===== src/rtl/simple_fifo_pkg.sv =====
// Shared helpers for the sync and async FWFT FIFOs:
// sizing functions and parameter legality checks.
package simple_fifo_pkg;

    function automatic int clog2(input int n);
        int r;
        int v;
        r = 0;
        v = n - 1;
        while (v > 0) begin
            r++;
            v = v >> 1;
        end
        return r;
    endfunction

    function automatic int depth_of(input int aw);
        return 1 << aw;
    endfunction

    function automatic int level_w(input int aw);
        return aw + 1;
    endfunction

    function automatic bit aw_ok(input int aw);
        return (aw >= 1) && (aw <= 12);
    endfunction

    function automatic bit afull_ok(input int aw, input int th);
        return (th >= 1) && (th <= depth_of(aw));
    endfunction

    function automatic bit aempty_ok(input int aw, input int th);
        return (th >= 0) && (th <= depth_of(aw) - 1);
    endfunction

endpackage


===== src/rtl/simple_dpram_ar.sv =====
// One write port, asynchronous read port memory.
// Contents are never reset.
module simple_dpram_ar #(
    parameter int DATA_WIDTH = 16,
    parameter int ADDR_WIDTH = 8
) (
    input  logic                  clk,
    input  logic                  we_i,
    input  logic [ADDR_WIDTH-1:0] waddr_i,
    input  logic [DATA_WIDTH-1:0] wdata_i,
    input  logic [ADDR_WIDTH-1:0] raddr_i,
    output logic [DATA_WIDTH-1:0] rdata_o
);

    logic [DATA_WIDTH-1:0] mem_q [2**ADDR_WIDTH];

    always_ff @(posedge clk) begin
        if (we_i) begin
            mem_q[waddr_i] <= wdata_i;
        end
    end

    assign rdata_o = mem_q[raddr_i];

endmodule


===== src/rtl/simple_fifo_sync_lvl.sv =====
// Single-clock FWFT FIFO with occupancy level, almost flags,
// synchronous flush and sticky overflow/underflow flags.
module simple_fifo_sync_lvl
    import simple_fifo_pkg::*;
#(
    parameter int DATA_WIDTH = 16,
    parameter int ADDR_WIDTH = 8,
    parameter int AFULL_TH   = 2**ADDR_WIDTH - 2,
    parameter int AEMPTY_TH  = 2
) (
    input  logic                  clk,
    input  logic                  rst,
    input  logic                  flush,
    input  logic                  wr_ena,
    input  logic [DATA_WIDTH-1:0] wr_dat,
    output logic                  wr_full,
    output logic                  wr_afull,
    input  logic                  rd_ena,
    output logic [DATA_WIDTH-1:0] rd_dat,
    output logic                  rd_empty,
    output logic                  rd_aempty,
    output logic [ADDR_WIDTH:0]   level,
    output logic                  ovf,
    output logic                  udf
);

    localparam int DEPTH = depth_of(ADDR_WIDTH);
    localparam int LW    = level_w(ADDR_WIDTH);

    localparam logic [LW-1:0] DEPTH_V  = LW'(DEPTH);
    localparam logic [LW-1:0] AFULL_V  = LW'(AFULL_TH);
    localparam logic [LW-1:0] AEMPTY_V = LW'(AEMPTY_TH);

    if (!aw_ok(ADDR_WIDTH)) begin : g_bad_aw
        $error("ADDR_WIDTH must be 1..12");
    end
    if (!afull_ok(ADDR_WIDTH, AFULL_TH)) begin : g_bad_af
        $error("AFULL_TH must be 1..DEPTH");
    end
    if (!aempty_ok(ADDR_WIDTH, AEMPTY_TH)) begin : g_bad_ae
        $error("AEMPTY_TH must be 0..DEPTH-1");
    end

    logic [LW-1:0] wrptr_q, wrptr_d;
    logic [LW-1:0] rdptr_q, rdptr_d;
    logic [LW-1:0] level_q, level_d;
    logic          ovf_q, ovf_d;
    logic          udf_q, udf_d;
    logic          wr_acc;
    logic          rd_acc;
    logic          mem_we;

    assign wr_full   = (level_q == DEPTH_V);
    assign rd_empty  = (level_q == '0);
    assign wr_afull  = (level_q >= AFULL_V);
    assign rd_aempty = (level_q <= AEMPTY_V);
    assign level     = level_q;
    assign ovf       = ovf_q;
    assign udf       = udf_q;

    assign wr_acc = wr_ena & ~wr_full;
    assign rd_acc = rd_ena & ~rd_empty;

    // rst and flush both suppress the memory write
    assign mem_we = wr_acc & ~flush & ~rst;

    always_comb begin
        wrptr_d = wrptr_q;
        rdptr_d = rdptr_q;
        level_d = level_q;
        ovf_d   = ovf_q | (wr_ena & wr_full);
        udf_d   = udf_q | (rd_ena & rd_empty);
        if (wr_acc) begin
            wrptr_d = wrptr_q + LW'(1);
        end
        if (rd_acc) begin
            rdptr_d = rdptr_q + LW'(1);
        end
        case ({wr_acc, rd_acc})
            2'b10:   level_d = level_q + LW'(1);
            2'b01:   level_d = level_q - LW'(1);
            default: level_d = level_q;
        endcase
    end

    always_ff @(posedge clk) begin
        if (rst || flush) begin
            wrptr_q <= '0;
            rdptr_q <= '0;
            level_q <= '0;
            ovf_q   <= 1'b0;
            udf_q   <= 1'b0;
        end else begin
            wrptr_q <= wrptr_d;
            rdptr_q <= rdptr_d;
            level_q <= level_d;
            ovf_q   <= ovf_d;
            udf_q   <= udf_d;
        end
    end

    simple_dpram_ar #(
        .DATA_WIDTH(DATA_WIDTH),
        .ADDR_WIDTH(ADDR_WIDTH)
    ) u_mem (
        .clk    (clk),
        .we_i   (mem_we),
        .waddr_i(wrptr_q[ADDR_WIDTH-1:0]),
        .wdata_i(wr_dat),
        .raddr_i(rdptr_q[ADDR_WIDTH-1:0]),
        .rdata_o(rd_dat)
    );

endmodule


===== config.mk =====
export PLATFORM = sky130hd
export DESIGN_NAME = simple_fifo_sync_lvl
export DESIGN_NICKNAME = d
export VERILOG_FILES = /design/src/rtl/simple_fifo_pkg.sv /design/src/rtl/simple_dpram_ar.sv /design/src/rtl/simple_fifo_sync_lvl.sv
export SDC_FILE = /design/constraint.sdc
export NUM_CORES = 2
export LEC_CHECK = 0
export BUFFER_PORTS_ARGS = -buffer_cell sky130_fd_sc_hd__buf_2
export CORE_MARGIN = 2
export CORE_UTILIZATION = 45
export CTS_BUF_LIST = sky130_fd_sc_hd__clkbuf_8 sky130_fd_sc_hd__clkbuf_16
export DETAILED_ROUTE_END_ITERATION = 10
export SETUP_SLACK_MARGIN = 0.15
export SYNTH_ARGS = -nofsm -noshare
export SYNTH_HDL_FRONTEND = slang
export SYNTH_SLANG_ARGS = --single-unit

===== constraint.sdc =====
create_clock -name clk -period 9.3 [get_ports clk]
set_input_delay 0.93 -clock clk [delete_from_list [all_inputs] [get_ports clk]]
set_output_delay 0.93 -clock clk [all_outputs]
set_load 0.01 [all_outputs]

==> results by group <==
Worst setup path
  – CP max FO: 85
  – Worst reg2reg path depth: 8
  – Reg2reg setup slack: 4.58 ns
  – Worst R2R Start: level[1]
  – Reg-to-Reg End: u_mem.mem_q[166][10]
  – Crit path kind: flip-flop to output pin
  – Critical Path RT: 8.37 ns
  – CP Launch Type: flip-flop
  – Setup crit end kind: output pin
  – Data arrival, critical path: 6.29 ns

Clock network
  – Post-CTS Setup Bufs: 0
  – Clk_lat worst skew: 0.98 ns
  – CTS tree: yes
  – Num CTS Buffers: 419
  – Worst-path clk slew: 0.06 ns
  – CTS Hold Buffers Added: 0
  – CTS sink cnt: 4131
  – Clock Path Buffers: 4
  – Clk root buf: clkbuf_16
  – H-tree depth: 5
  – Post-CTS sizing: 0

Route
  – Drt pass-1 iters: 5
  – Final ANT Viol Nets: 0
  – Via density: 6.156
  – Total number of vias: 78190
  – DRT iter0 DRCs: 10910
  – Routed WL: 425400 um
  – Post-route DRC violation count: 0
  – Wire length per cell: 33.49 um

Timing
  – Worst slew pin tran: 1.322 ns
  – Final period util: 0.7763
  – Final Critical Period: 7.219 ns
  – Setup TNS Final: 0 ns
  – Worst slew margin: 0.09608
  – Final Max Tran Viols: 0
  – Max Fclk: 138.5 MHz
  – Skew final: 0.06752 ns
  – RSZ-0062 raised after global routing: no
  – Final setup viols: 0
  – Final count of hold timing violations: 0

Floorplanning
  – Starting Density: 0.4514
  – FP Rows: 218
  – Io pins: 52
  – Core area: 352100 sq um
  – Chip Width: 598.3 um
  – Die Area: 358000 sq um
  – Die height: 598.3 um

Synth
  – Avg Inst Size Synth: 22.11 sq um
  – YS warnings: 0
  – Synth Register Bits: 4131
  – Top post-synthesis cells by count: edfxtp_1 (4096), mux4_2 (774), mux2i_1 (393)
  – Cell Area, Synth: 158900 sq um
  – Sequential share of the synthesized area: 0.7782
  – Net count after synthesis: 7225
  – Post-Syn Instances: 7190
  – Main synth FF type: edfxtp_1
  – Fraction of registers with async set/reset: 0
  – Cell taking the most area after synthesis: edfxtp_1
  – Distinct cells, synth: 73
  – Yosys top cell area share: 0.7738
  – EDFF count, synth: 4096
  – Most numerous cell in the Yosys netlist: edfxtp_1
  – Area contributors post-synth: edfxtp_1 (77%), mux4_2 (11%), mux2i_1 (2.5%)

Pwr
  – Power Density: 211.0 nW/um^2
  – Worst VDD drop: 0.1413 mV
  – LEAKAGE: 0.05404 uW
  – Total power: 37800 uW

Global routing
  – First-pass GRT wire length: 596800 um
  – Largest net degree at the start of global routing: 168
  – Initial antenna violation count: 26
  – All-layer global routing usage: 0.2347
  – Remaining Overflow, GRT: 0
  – Vias in the first global route: 76870

Job
  – Max-cap viol count: 0

Min path
  – Hold depth: 3
  – Hold endpoint: ovf
  – Hold Path Origin: wr_ena
  – Min-Delay Path Class: primary input to flip-flop

Placed design
  – Final HPWL DP: 249000 um
  – GPL Wtd Cong: 0.8343
  – Port Buffers: 51

Layout
  – Fin nets: 7653
  – Ratio of cells with drive above 1 in the final layout: 0.2472
  – Area growth from synthesis to final layout: 12.70%

Status
  – Outcome: finished, final reports clean
sequential cells by signal, summed over array words and instances, names as in the netlist, named ones only:
register and count:
ovf 1, rdptr_q 8, u_mem.mem_q 4096, udf 1, wrptr_q 8, level 9
worst max-delay path by stage:
stage,end,cells past startpoint,startpoint
after floorplan,level[8],12,level[4]
after global placement,rd_dat[14],9,flip-flop
after detailed placement,rd_dat[12],9,flip-flop
after CTS,rd_dat[12],9,flip-flop
after global routing,rd_dat[0],9,flip-flop
final,rd_dat[5],10,flip-flop
through the flow:
step                      std cells    util  worst slack (ns)  cell area (sq um)  hold WS (ns)
final                         12700  0.5087             2.081             179100        0.2129
after global placement        11920  0.4707             2.703             165800        0.4507
after global routing          12700  0.5087             1.863             179100        0.2346
after floorplan                7190       -             5.630             159000        0.4847
after detailed placement      11930  0.4708             3.088             165800        0.4605
after CTS                     12700  0.5086             2.032             179100        0.1481
worst max-delay path: stages (launching register included):
cell	delay (ns)
dfxtp_4	0.93
buf_12	0.45
buf_4	0.39
mux4_1	0.39
o22ai_1	0.11
o21ai_0	0.49
o211ai_1	0.26
o41a_1	0.59
nor4_1	0.94
buf_4	0.31
buf_2	0.15
cell usage in the layout (no fill, tap or decap), types with 40 or more instances in the layout:
cell / count
edfxtp_1: 4096
mux4_2: 774
clkbuf_16: 422
mux2i_1: 393
buf_4: 359
nor2_1: 225
o22ai_1: 221
a22oi_1: 120
a22o_1: 115
inv_1: 102
clkinv_1: 96
nor2_2: 90
mux4_1: 81
clkinv_2: 77
a221oi_1: 63
a21oi_1: 55
nand2_1: 54
nor3_1: 45
a211oi_1: 44
nor4_1: 40
cell families (layout without fill, tap and decap cells):
kind of cell,Yosys count,count (layout),share of synthesized area
DFF,4131,4131,0.7782
buffers and inverters,430,1208,0.01947
adders and majority gates,14,14,0.001149
other,0,4,0
xor gates and xnor gates,20,20,0.001102
and+or+nand+nor,608,608,0.01786
muxes,1272,1272,0.1495
AOI/OAI and AO/OA,715,715,0.03269
layer usage:
metal	routed length, um	global-route usage	share of wire	up-vias
li1	-	-	-	31510
met1	177200	0.3447	0.42	42250
met2	197900	0.3612	0.47	3853
met3	37780	0.04422	0.089	578
met4	12490	0.06514	0.029	8
met5	48	0	0.00011	-
power by group:
part           internal, uW  switching [uW]  total, uW
logic                   317             654        970
registers             20500            9.46      20500
clock network          9260            7100      16400
layout make-up:
class                           count  area [sq um]
Sequential cell                  4131        123700
Clock inverter                    347          2734
Fill cell                       27500        173000
Timing Repair Buffer              431          3516
Clock buffer                      424         10590
Inverter                            6         22.52
Antenna cell                        4         10.01
Multi-Input combinational cell   2629         32630
Tap cell                         4730          5918
Note: power is estimated with default switching activity, not from simulation.
